### src/rtl/hitmark_ctrl.sv
// hitmark_ctrl
// Turns a one-cycle hammer-hit strobe into the origin and control word for
// the 16x16 hit-mark sprite core. The mark is centred on the hit point,
// animates through sprite ids 0..3 and hides itself after HOLD_FRAMES
// frames. Origin and sprite id only change on a frame boundary, so the
// sprite core never draws a torn mark.
//
// Ports:
//   clk      - system clock
//   reset    - synchronous, active-high reset
//   x, y     - current scan coordinates from the video sync core
//   hit      - one-cycle hit strobe
//   hit_x    - hit point x (centre of the mark)
//   hit_y    - hit point y (centre of the mark)
//   hit_kind - colour select, copied to ctrl[4:3]
//   x0, y0   - registered sprite origin (x0 = OFF_X while hidden)
//   ctrl     - registered {colour[1:0], auto=0, sid[1:0]}
//   active   - high while the mark is on screen
//   done     - one-cycle pulse when a display expires naturally
module hitmark_ctrl #(
  parameter int HOLD_FRAMES = 32,
  parameter int ANI_FRAMES  = 8,
  parameter int X_MAX       = 624,
  parameter int Y_MAX       = 464,
  parameter int OFF_X       = 2047
) (
  input  logic        clk,
  input  logic        reset,
  input  logic [10:0] x,
  input  logic [10:0] y,
  input  logic        hit,
  input  logic [10:0] hit_x,
  input  logic [10:0] hit_y,
  input  logic [1:0]  hit_kind,
  output logic [10:0] x0,
  output logic [10:0] y0,
  output logic [4:0]  ctrl,
  output logic        active,
  output logic        done
);

  typedef enum logic [1:0] {IDLE, PEND, SHOW} state_t;

  localparam logic [7:0]  LAST_CNT = 8'(HOLD_FRAMES - 1);
  localparam logic [7:0]  ANI_DIV  = 8'(ANI_FRAMES);
  localparam logic [10:0] HIDDEN_X = 11'(OFF_X);

  state_t      state, state_nxt;
  logic [7:0]  frame_cnt, cnt_nxt;
  logic [10:0] lat_x, lat_x_nxt;
  logic [10:0] lat_y, lat_y_nxt;
  logic [1:0]  lat_kind, lat_kind_nxt;
  logic [10:0] x0_nxt, y0_nxt;
  logic [4:0]  ctrl_nxt;
  logic        active_nxt, done_nxt;
  logic [10:0] x_d1;
  logic        frame_tick;
  logic [10:0] hit_cx, hit_cy;
  logic [10:0] load_x, load_y;
  logic [1:0]  load_kind;
  logic [7:0]  cnt_inc;

  // Move from the hit centre to the sprite's top-left corner and keep the
  // whole 16x16 sprite on screen. Done in 12-bit signed so a hit near the
  // left/top edge goes negative instead of wrapping.
  function automatic logic [10:0] clamp_origin(input logic [10:0] c, input int lim);
    logic signed [11:0] d;
    d = $signed({1'b0, c}) - 12'sd8;
    if (d < 12'sd0)
      return 11'd0;
    else if (d > $signed(12'(lim)))
      return 11'(lim);
    else
      return d[10:0];
  endfunction

  // Sprite id for a given frame count, saturating at the last animation step.
  function automatic logic [1:0] sid_of(input logic [7:0] cnt);
    logic [7:0] q;
    q = cnt / ANI_DIV;
    return (q > 8'd3) ? 2'd3 : q[1:0];
  endfunction

  // The tick fires on the 0->1 step of x on line 0, which happens exactly
  // once per frame regardless of the line length.
  assign frame_tick = (y == 11'd0) && (x == 11'd1) && (x_d1 == 11'd0);

  assign hit_cx  = clamp_origin(hit_x, X_MAX);
  assign hit_cy  = clamp_origin(hit_y, Y_MAX);
  assign cnt_inc = frame_cnt + 8'd1;

  // A hit landing on the same cycle as the PEND tick must be the one shown,
  // so its freshly clamped values bypass the latch.
  assign load_x    = hit ? hit_cx   : lat_x;
  assign load_y    = hit ? hit_cy   : lat_y;
  assign load_kind = hit ? hit_kind : lat_kind;

  // State register plus all display registers; everything is computed in
  // the combinational block below.
  always_ff @(posedge clk) begin
    if (reset) begin
      state     <= IDLE;
      frame_cnt <= 8'd0;
      lat_x     <= 11'd0;
      lat_y     <= 11'd0;
      lat_kind  <= 2'd0;
      x0        <= HIDDEN_X;
      y0        <= 11'd0;
      ctrl      <= 5'd0;
      active    <= 1'b0;
      done      <= 1'b0;
      x_d1      <= 11'd0;
    end else begin
      state     <= state_nxt;
      frame_cnt <= cnt_nxt;
      lat_x     <= lat_x_nxt;
      lat_y     <= lat_y_nxt;
      lat_kind  <= lat_kind_nxt;
      x0        <= x0_nxt;
      y0        <= y0_nxt;
      ctrl      <= ctrl_nxt;
      active    <= active_nxt;
      done      <= done_nxt;
      x_d1      <= x;
    end
  end

  // Next-state and next-output logic. Everything holds by default; the
  // visible registers only move on a frame tick, while a hit only touches
  // the latch and the state.
  always_comb begin
    state_nxt    = state;
    cnt_nxt      = frame_cnt;
    lat_x_nxt    = lat_x;
    lat_y_nxt    = lat_y;
    lat_kind_nxt = lat_kind;
    x0_nxt       = x0;
    y0_nxt       = y0;
    ctrl_nxt     = ctrl;
    active_nxt   = active;
    done_nxt     = 1'b0;

    if (hit) begin
      lat_x_nxt    = hit_cx;
      lat_y_nxt    = hit_cy;
      lat_kind_nxt = hit_kind;
    end

    case (state)
      IDLE: begin
        if (hit)
          state_nxt = PEND;
      end

      PEND: begin
        if (frame_tick) begin
          state_nxt  = SHOW;
          x0_nxt     = load_x;
          y0_nxt     = load_y;
          ctrl_nxt   = {load_kind, 3'b000};
          cnt_nxt    = 8'd0;
          active_nxt = 1'b1;
        end
      end

      SHOW: begin
        // A retrigger beats both the animation step and the expiry, and the
        // old mark stays on screen until the next tick loads the new one.
        if (hit) begin
          state_nxt = PEND;
        end else if (frame_tick) begin
          if (frame_cnt == LAST_CNT) begin
            state_nxt     = IDLE;
            x0_nxt        = HIDDEN_X;
            ctrl_nxt[1:0] = 2'b00;
            active_nxt    = 1'b0;
            done_nxt      = 1'b1;
          end else begin
            cnt_nxt       = cnt_inc;
            ctrl_nxt[1:0] = sid_of(cnt_inc);
          end
        end
      end

      default: state_nxt = IDLE;
    endcase
  end

endmodule
### config.mk
export PLATFORM = sky130hd
export DESIGN_NAME = hitmark_ctrl
export DESIGN_NICKNAME = d
export VERILOG_FILES = /design/src/rtl/hitmark_ctrl.sv
export SDC_FILE = /design/constraint.sdc
export NUM_CORES = 1
export LEC_CHECK = 0
export BUFFER_PORTS_ARGS = -buffer_cell sky130_fd_sc_hd__buf_2
export CORE_MARGIN = 4
export CORE_UTILIZATION = 38
export CTS_BUF_LIST = sky130_fd_sc_hd__clkbuf_16
export DETAILED_ROUTE_END_ITERATION = 16
export GPL_TIMING_DRIVEN = 1
export PLACE_DENSITY = 0.7
export SETUP_SLACK_MARGIN = 0.4
export SKIP_CTS_REPAIR_TIMING = 1
export SYNTH_ARGS = -nofsm -noshare
export SYNTH_HDL_FRONTEND = slang
export SYNTH_SLANG_ARGS = --single-unit
### constraint.sdc
create_clock -name clk -period 3.6 [get_ports clk]
set_input_delay 0.18 -clock clk [delete_from_list [all_inputs] [get_ports clk]]
set_output_delay 0.18 -clock clk [all_outputs]
set_load 0.02 [all_outputs]
Word-level counts from Yosys, hierarchy flattened
Index checks and enable logic that the tools add are counted.
{"block": "totals", "reg_bits": 73, "out_inout_bits": 29}
{"block": "op_classes", "n_addsub": 3, "n_lt_le_gt_ge": 5, "eq_ne": 12, "mux": 35, "bitwise": 2, "reduce_logical": 12}
{"operator": "2-to-1 mux 11 bit", "count": 10}
{"operator": "2-to-1 mux 8 bit", "count": 4}
{"operator": "< comparator 12 x 1 -> 1 bit (second input constant)", "count": 2}
{"operator": "subtractor 11 x 4 -> 12 bit (second input constant)", "count": 2}
{"operator": "logical NOT 11 bit", "count": 2}
{"operator": "2-to-1 mux 2 bit", "count": 11}
{"operator": "case mux 11 bit (2 select lines)", "count": 1}
{"operator": "case mux 8 bit (2 select lines)", "count": 1}
{"operator": "greater-than comparator 12 x 10 -> 1 bit (second input constant)", "count": 1}
{"operator": "greater-than comparator 12 x 11 -> 1 bit (second input constant)", "count": 1}
{"operator": "inequality test 2 bit (second input constant)", "count": 6}
{"operator": "equality test 11 x 1 -> 1 bit (second input constant)", "count": 1}
{"operator": "AND reduction 5 bit", "count": 2}
{"operator": "adder 8 x 1 -> 8 bit (second input constant)", "count": 1}
{"operator": "equality test 8 x 5 -> 1 bit (second input constant)", "count": 1}
{"operator": "AND reduction 4 bit", "count": 2}
{"operator": "inequality test 3 bit (second input constant)", "count": 2}
{"operator": "case mux 2 bit (3 select lines)", "count": 1}
{"operator": "greater-than comparator 5 x 2 -> 1 bit (second input constant)", "count": 1}
{"operator": "2-to-1 mux 1 bit", "count": 5}
{"operator": "case mux 2 bit (2 select lines)", "count": 1}
{"operator": "OR reduction 4 bit", "count": 1}
{"operator": "equality test 2 x 1 -> 1 bit (second input constant)", "count": 1}
{"operator": "equality test 2 bit (second input constant)", "count": 1}
{"operator": "6 further kinds", "count": 8}

Longest topological paths before layout
Gate-level depths: netlist of run 1.
{"block": "logic_depth", "ltp_word": 7, "depth_mapped": 9, "depth_no_buf": 8}

Worst setup path before layout of run 1
OpenSTA, ideal clock, no wires.
{"block": "synth_timing", "path_type": "input port to flip-flop", "startpoint": "input hit_x[0]", "endpoint": "register x0[4]", "arrival_ns": 1.808, "setup_slack_ns": 1.659, "cell_stages": 6, "path_buffers": 0, "path_cell_list": "or4b_1 a31o_1 a221o_1 o31a_1 o221ai_1 a21oi_1"}
{"block": "synth_via", "elab_chain_cells": 7, "elab_cells_between_ends": 8, "cone_classes": "add/sub: 1; order compare: 2; mux: 5"}
{"element": "from (decl)", "line": "32", "source": "input logic [10:0] hit_x,"}
{"element": "subtractor 11 x 4 -> 12 bit *", "line": "68", "source": "d = $signed({1'b0, c}) - 12'sd8;"}
{"element": "greater-than comparator 12 x 11 -> 1 bit", "line": "71", "source": "else if (d > $signed(12'(lim)))"}
{"element": "2-to-1 mux 11 bit", "line": "71"}
{"element": "2-to-1 mux 11 bit *", "line": "69", "source": "if (d < 12'sd0)"}
{"element": "2-to-1 mux 11 bit *"}
{"element": "2-to-1 mux 11 bit *", "line": "156", "source": "if (frame_tick) begin"}
{"element": "case mux 11 bit (2 select lines) *", "line": "149", "source": "case (state)"}
{"element": "to (signal assigned)", "line": "119", "source": "x0 <= x0_nxt;"}
{"element": "to (decl)", "line": "35", "source": "output logic [10:0] x0,"}
Mark *: on every way between the ends. The rest lies on a longest branch, timed or not. The select of a mux whose other input is x is not followed.
A chain may end at the register's enable or synchronous reset.

Worst setup path after layout of run 1
{"block": "layout_timing", "startpoint": "register x_d1[4]", "endpoint": "register x0[8]"}
{"block": "layout_via", "elab_chain_cells": 4, "elab_cells_between_ends": 5, "cone_classes": "eq/ne: 2; reduce/logical: 3"}
{"element": "from (decl)", "line": "56", "source": "logic [10:0] x_d1;"}
{"element": "from (signal assigned)", "line": "112", "source": "x_d1 <= 11'd0;"}
{"element": "from (signal assigned)", "line": "124", "source": "x_d1 <= x;"}
{"element": "logical NOT 11 bit *", "line": "86", "source": "assign frame_tick = (y == 11'd0) && (x == 11'd1) && (x_d1 == 11'd0);"}
{"element": "logical AND 1 bit *", "line": "86"}
{"element": "inequality test 2 bit (no line)"}
{"element": "AND reduction 5 bit (no line) *"}
Mark *: on every way between the ends. The rest lies on a longest branch, timed or not.

==> flow_summary.rst, run 1 <==
.. list-table::
   :header-rows: 1

   * - Metric
     - Value
   * - Power per cell area
     - slightly below 500 nW/µm²
   * - Worst voltage drop across the vdd grid
     - 317 µV
   * - Layout Area Growth over Synthesis
     - 24.3%
   * - Worst slew pin tran
     - about 0.86 ns
   * - First-pass GRT wire length
     - ~12000 µm
   * - Shortest period the worst path allows
     - around 2.3 ns
   * - Overflow left after global routing
     - 0
   * - Number of buffers inserted during clock tree synthesis
     - 9
   * - CP Capture Type
     - flop
   * - Total negative slack for setup checks
     - 0 ns
   * - Startpoint kind of the worst setup timing path
     - flop
   * - Die extent in x
     - a little under 100 µm
   * - CORE AREA
     - just under 8000 µm²
   * - Setup repair after global routing missed its margin
     - false
   * - Initial antenna violation count
     - 0
   * - Netlist area before placement
     - approximately 3100 µm²
   * - Drt first pass iters
     - 5
   * - Nets
     - between 400 and 500
   * - Async set or reset register ratio after synthesis
     - 0%
   * - TritonCTS clock tree
     - yes
   * - Final design utilization
     - roughly half
   * - DRT antenna net count
     - 0
   * - Largest net degree at the start of global routing
     - 48
   * - Max_cap viols
     - 0
   * - Final Instance Count excl. Fillers
     - 531
   * - Number of top-level pins
     - 78
   * - Category of the most critical setup path
     - flop to flop
   * - Yosys warns
     - 0
   * - Reg2Reg Setup Slack
     - about 1.3 ns
   * - Number of enable-type register cells in the synthesized netlist
     - 0
   * - DR iter-0 viols
     - between 80 and 90
   * - FMAX
     - approximately 0.43 GHz
   * - Crit path DAT
     - 2.50 ns
   * - Status
     - finished clean
   * - Portion of the post-synthesis area used by sequential elements
     - between 40% and 50%
   * - Dpl hpwl
     - between 5000 and 6000 µm
   * - Leading cell types in the layout, fill and taps excluded
     - sky130_fd_sc_hd__buf_2, sky130_fd_sc_hd__dfxtp_1, sky130_fd_sc_hd__nor2_1
   * - Setup ws final
     - between 1 and 1.5 ns
   * - Number of endpoints failing setup at the final stage
     - 0
   * - Max-slew violation total from the final report
     - 0
   * - Number of vias per cell
     - around 5.3
   * - Total DRC errors in the routed layout
     - 0
   * - Count of vias placed by the detailed router
     - 2803
   * - Critical path fanouts, max
     - 20
   * - Maximum root-to-sink buffer count
     - 2
   * - Initial cell density of the core
     - between 30% and 40%
   * - Min-Delay Path Class
     - input pin to flop
   * - Cell leakage power
     - between 1.5 and 2 nW
   * - Number of library cell types mapped by synthesis
     - 58
   * - Share of the cycle needed by the critical path after routing
     - around 65%
   * - Clock Tree Root
     - sky130_fd_sc_hd__clkbuf_16
   * - Worst Skew
     - between 0.008 and 0.009 ns
   * - Commonest non-fill, non-tap cell in the layout
     - sky130_fd_sc_hd__buf_2
   * - Slew headroom
     - between 40% and 50%
   * - Cell row count
     - 32
   * - Number of buffers added on ports
     - 76
   * - Total Die Area
     - roughly 9700 µm²
   * - Global router's overall resource usage
     - about 16%
   * - Wire length after detailed routing
     - between 7000 and 8000 µm
   * - Final weighted congestion in routability-driven placement
     - ~0.80
   * - CTS H-tree lvls
     - 3
   * - Cell Count Post-Placement
     - a little over 500
   * - Clock-pin transition on the worst setup and hold timing paths
     - about 0.060 ns
   * - Vias in the first global route
     - approximately 2700
   * - Hold Violations, Final
     - 0
   * - Post-Syn Area per Cell
     - between 8 and 9 µm²
   * - Num Clock Sinks
     - 73
   * - Synthesized netlist net count
     - just over 400
   * - Gate count after technology mapping
     - about 350
   * - Routed length per instance
     - about 14 µm
   * - Antenna diode instance count
     - 0
   * - Prevailing post-synth register cell
     - sky130_fd_sc_hd__dfxtp_1
   * - Tot Pwr
     - about 0.0019 W
   * - Fill cells
     - 756
   * - Die height
     - between 90 and 100 µm
   * - Skew-Pair Late Insertion Delay
     - between 0.3 and 0.4 ns
   * - Ratio of cells with drive above 1 in the final layout
     - between 20% and 30%
   * - Count of state elements after synthesis
     - 73
   * - Pre-CTS worst setup slack
     - 1.21 ns
   * - Data required time at the worst endpoint
     - 3.77 ns
[power by group]
group / leakage, nW / switching [W] / internal (W)
Clock: 0.150 / 0.000352 / 0.000544
Sequential: 0.595 / 0.00000655 / 0.000828
Combinational: 0.947 / 0.0000852 / 0.0000603
[metal layers]
metal	share of wire, %	global-route usage [%]
met5	0	0
met4	0.72	4.10
met3	4.8	5.66
met2	49	27.0
met1	45	18.9
[worst max-delay path, cell delays in order (launching register included)]
cell and delay [ns]:
sky130_fd_sc_hd__dfxtp_1 0.29, sky130_fd_sc_hd__or3_1 0.38, sky130_fd_sc_hd__nand3b_1 0.19, sky130_fd_sc_hd__nor3_1 0.17, sky130_fd_sc_hd__and2_1 0.16, sky130_fd_sc_hd__buf_4 0.23, sky130_fd_sc_hd__nor2b_1 0.60, sky130_fd_sc_hd__a21oi_1 0.16
[worst paths after layout]
check                             start  endpoint  cells past startpoint
worst max-delay path            x_d1[4]     x0[8]                      7
worst max register to register  x_d1[4]     x0[8]                      7
worst min register to register  ctrl[0]   ctrl[0]                      2
worst min-delay path               x[8]   x_d1[8]                      2
[kinds of logic after synthesis]
kind of cell | Yosys count | synth area share [%]
AO/OA/AOI/OAI | 97 | 21.8
XOR/XNOR | 7 | 1.97
adder cells (fa/ha/maj) | 3 | 1.20
buffers and inverters | 27 | 3.45
flip-flops | 73 | 46.9
multiplexers | 3 | 0.963
other | 1 | 0.120
AND/OR/NAND/NOR | 140 | 23.6
[sequential cells by signal, summed over array words and instances, names as in the netlist]
signal / cells
lat_x: 11
lat_y: 11
x0: 11
x_d1: 11
y0: 11
frame_cnt: 8
ctrl: 4
lat_kind: 2
state: 2
active: 1
done: 1
[cells in the mapped netlist (4+ instances only)]
| cell | count | area (µm²) |
|---|---|---|
| sky130_fd_sc_hd__dfxtp_1 | 73 | 1460 |
| sky130_fd_sc_hd__nor2_1 | 54 | 203 |
| sky130_fd_sc_hd__a21oi_1 | 33 | 165 |
| sky130_fd_sc_hd__nand2_1 | 13 | 48.8 |
| sky130_fd_sc_hd__nor2b_1 | 13 | 81.3 |
| sky130_fd_sc_hd__inv_1 | 12 | 45.0 |
| sky130_fd_sc_hd__clkbuf_1 | 11 | 41.3 |
| sky130_fd_sc_hd__o21ai_0 | 11 | 55.1 |
| sky130_fd_sc_hd__o22a_1 | 9 | 78.8 |
| sky130_fd_sc_hd__nor4_1 | 8 | 50.1 |
| sky130_fd_sc_hd__nor3_1 | 7 | 35.0 |
| sky130_fd_sc_hd__a22oi_1 | 6 | 45.0 |
| sky130_fd_sc_hd__and3_1 | 6 | 37.5 |
| sky130_fd_sc_hd__a22o_1 | 5 | 43.8 |
| sky130_fd_sc_hd__nand3b_1 | 5 | 37.5 |
| sky130_fd_sc_hd__a211oi_1 | 4 | 30.0 |
| sky130_fd_sc_hd__a21o_1 | 4 | 30.0 |
| sky130_fd_sc_hd__and2_1 | 4 | 25.0 |
| sky130_fd_sc_hd__nand4_1 | 4 | 25.0 |
| sky130_fd_sc_hd__nor3b_1 | 4 | 30.0 |
| sky130_fd_sc_hd__or4_1 | 4 | 30.0 |
| sky130_fd_sc_hd__xor2_1 | 4 | 35.0 |
[area by class of cell]
class,instances,area (µm²),area share [%]
multi-input cells,251,1550,40.0
flip-flops and latches,73,1460,37.7
repair buffers,77,388,10.0
clock buffers,9,225,5.81
well taps,102,128,3.29
clock inverters,7,78.8,2.03
inverters,12,45.0,1.16
[stage by stage]
| step | hold WS, ns | cell area (µm²) |
|---|---|---|
| 3_3_place_gp | 0.407 | 3570 |
| 4_1_cts | 0.0726 | 3880 |
| 2_1_floorplan | 0.308 | 3120 |
| 5_1_grt | 0.0734 | 3880 |
| 6_report | 0.0845 | 3880 |
| 3_5_place_dp | 0.417 | 3570 |
(Power assumes the default switching activity.)
==> run 2, diff against run 1 <==
==> constraint.sdc (replaced) <==
create_clock -name clk -period 2.2 [get_ports clk]
set_input_delay 0.11 -clock clk [delete_from_list [all_inputs] [get_ports clk]]
set_output_delay 0.11 -clock clk [all_outputs]
set_load 0.02 [all_outputs]
==> run 2 against run 1 <==
Net effect:
- clock power rose by 55%
- highest routed layer unchanged
- via count increased by 2.9%
- non-clock buffer count is 11 higher
- largest cell class unchanged
- flip-flop and latch count did not move
- largest power group unchanged
==> flow_summary.rst, run 2 (synthesis gave the netlist of run 1 again) <==
.. list-table::
   :header-rows: 1

   * - Metric
     - Value
   * - Status
     - finished clean
   * - Die extent in x
     - 98.6 µm (unchanged)
   * - Setup crit end
     - frame_cnt[5]
   * - Drt first pass iters
     - 4 (-1)
   * - Crit path DAT
     - 2.18 ns (-0.32 ns)
   * - Total DRC errors in the routed layout
     - 0 (unchanged)
   * - Worst hold-check slack
     - 0.0181 ns (-0.0664 ns)
   * - Num Clock Sinks
     - 73 (unchanged)
   * - Launch point of the worst reg-to-reg path
     - x_d1[7]
   * - Beginning of the critical path
     - x_d1[7]
   * - Category of the most critical setup path
     - flop to flop
   * - Hold Violations, Final
     - 0 (unchanged)
   * - Share of the cycle needed by the critical path after routing
     - 90.7% (+26 points)
   * - Skew-Pair Late Insertion Delay
     - 0.32 ns (about the same)
   * - Slowest cell on the critical path
     - sky130_fd_sc_hd__or4_4
   * - Number of cells traversed by the worst register-to-register path
     - 6 (-1)
   * - Maximum root-to-sink buffer count
     - 2 (unchanged)
   * - Data required time at the worst endpoint
     - 2.39 ns (-1.38 ns)
   * - Placed standard-cell area
     - 3670 µm² (+2.8%)
   * - Startpoint kind of the worst setup timing path
     - flop
   * - Buffers and inverters on the worst path
     - 1 (unchanged)
   * - Final weighted congestion in routability-driven placement
     - 0.876 (+9.1%)
   * - Wire length after detailed routing
     - 7700 µm (+1.2%)
   * - Commonest non-fill, non-tap cell in the layout
     - sky130_fd_sc_hd__buf_2
   * - Initial cell density of the core
     - 39.7% (unchanged)
   * - FMAX
     - 0.501 GHz (+17%)
   * - Startpoint of the most critical hold path
     - x[3]
   * - First-pass GRT wire length
     - 12800 µm (+2.7%)
   * - Total Die Area
     - 9720 µm² (unchanged)
   * - Number of top-level pins
     - 78 (unchanged)
   * - Cell Count Post-Placement
     - 524 (+1.7%)
   * - Slowest Stage Delay on Critical Path
     - 0.59 ns (about the same)
   * - DR iter-0 viols
     - 144 (+62%)
   * - CORE AREA
     - 7850 µm² (unchanged)
   * - Worst slew pin tran
     - 0.733 ns (-0.124 ns)
   * - Nets
     - 487 (+2.3%)
   * - Count of vias placed by the detailed router
     - 2884 (+2.9%)
   * - Die height
     - 98.6 µm (unchanged)
   * - Ratio of cells with drive above 1 in the final layout
     - 27.5% (+4.4 points)
   * - Worst Skew
     - 0.00745 ns (-0.000816 ns)
   * - CP Capture Type
     - flop
   * - Layout Area Growth over Synthesis
     - 28.4%
   * - Stages on the worst setup path
     - 6 (-1)
   * - Dpl hpwl
     - 5630 µm (+2.8%)
   * - Shortest period the worst path allows
     - 2.00 ns (-0.332 ns)
   * - TritonCTS clock tree
     - yes
   * - Clock-pin transition on the worst setup and hold timing paths
     - 0.06 ns (about the same)
   * - Final Instance Count excl. Fillers
     - 542 (+2.1%)
   * - Power per cell area
     - 752 nW/µm² (+55%)
   * - Destination of the worst register-to-register timing path
     - frame_cnt[5]
   * - Total negative slack for setup checks
     - 0 ns (unchanged)
   * - Critical path fanouts, max
     - 6 (-70%)
   * - Leading cell types in the layout, fill and taps excluded
     - sky130_fd_sc_hd__buf_2, sky130_fd_sc_hd__dfxtp_1, sky130_fd_sc_hd__nor2_1
   * - Max-slew violation total from the final report
     - 0 (unchanged)
   * - Worst voltage drop across the vdd grid
     - 368 µV (+16%)
   * - Worst hold path stage count
     - 2 (unchanged)
   * - Summed area of non-filler cells in the final layout
     - 4000 µm² (+3.3%)
   * - Min-Delay Path Class
     - input pin to flop
   * - Overflow left after global routing
     - 0 (unchanged)
   * - Clock Tree Root
     - sky130_fd_sc_hd__clkbuf_16
   * - Number of buffers added on ports
     - 76 (unchanged)
   * - Number of vias per cell
     - 5.32 (+0.80%)
   * - Initial antenna violation count
     - 0 (unchanged)
   * - Cell row count
     - 32 (unchanged)
   * - Slew headroom
     - 50.9% (+8.1 points)
   * - Crit-path leading delay family
     - simple AND/OR/NAND/NOR gates
   * - Global router's overall resource usage
     - 16.1% (+0.24 points)
   * - Vias in the first global route
     - 2824 (+3.7%)
   * - Reg2Reg Setup Slack
     - 0.20 ns (-1.07 ns)
   * - Largest net degree at the start of global routing
     - 47 (-2.1%)
   * - Antenna diode instance count
     - 0 (unchanged)
   * - DRT antenna net count
     - 0 (unchanged)
   * - Routed length per instance
     - 14.2 µm (-0.83%)
   * - Number of endpoints failing setup at the final stage
     - 0 (unchanged)
   * - CTS H-tree lvls
     - 3 (unchanged)
   * - Setup repair after global routing missed its margin
     - true
   * - Final design utilization
     - 51.0% (+1.6 points)
   * - Cell Chain, Critical Path
     - or3_4 -> nand3b_1 -> or4_4 -> buf_4 -> o21ai_0 -> a21oi_1
   * - Max_cap viols
     - 0 (unchanged)
   * - Number of buffers inserted during clock tree synthesis
     - 9 (unchanged)
   * - Cell leakage power
     - 1.75 nW (+3.3%)
==> run 2: metrics by stage <==
| stage | power (W) | setup slack [ns] |
|---|---|---|
| after floorplan | 0.00154 | 0.352 |
| after global placement | 0.00164 | 0.205 |
| after detailed placement | 0.00165 | 0.180 |
| after CTS | 0.00304 | 0.183 |
| after global routing | 0.00313 | 0.112 |
| final | 0.00301 | 0.205 |
==> run 2: final cells by class <==
class	instances	area (µm²)
Clock inverter	7	61.3
Inverter	12	45.0
Multi-Input combinational cell	251	1610
Timing Repair Buffer	88	474
Clock buffer	9	225
Fill cell	777	3840
Sequential cell	73	1460
Tap cell	102	128
==> run 2: worst min path at each step <==
stage / end
final: x_d1[3]
after global routing: x_d1[6]
after CTS: x_d1[3]
after detailed placement: x_d1[0]
after global placement: x_d1[10]
after floorplan: x_d1[0]
==> run 2: per-layer routing <==
metal / vias to the layer above / global-route usage [%] / share of wire (%)
li1: 1445 / - / -
met1: 1371 / 19.4 / 45
met2: 63 / 27.4 / 49
met3: 5 / 4.67 / 4.9
met4: 0 / 5.36 / 0.65
met5: - / 0 / 0
==> run 2: power by group <==
group          leakage [nW]  switching [W]  internal [W]
registers             0.595      0.0000118       0.00136
clock network         0.144       0.000524      0.000865
logic                  1.01       0.000143      0.000110
total                  1.75       0.000679       0.00233
==> run 2: worst register-to-register path, stage by stage, from the launching register on <==
cell and delay, ns:
sky130_fd_sc_hd__dfxtp_1 0.30, sky130_fd_sc_hd__or3_4 0.38, sky130_fd_sc_hd__nand3b_1 0.18, sky130_fd_sc_hd__or4_4 0.59, sky130_fd_sc_hd__buf_4 0.18, sky130_fd_sc_hd__o21ai_0 0.16, sky130_fd_sc_hd__a21oi_1 0.08
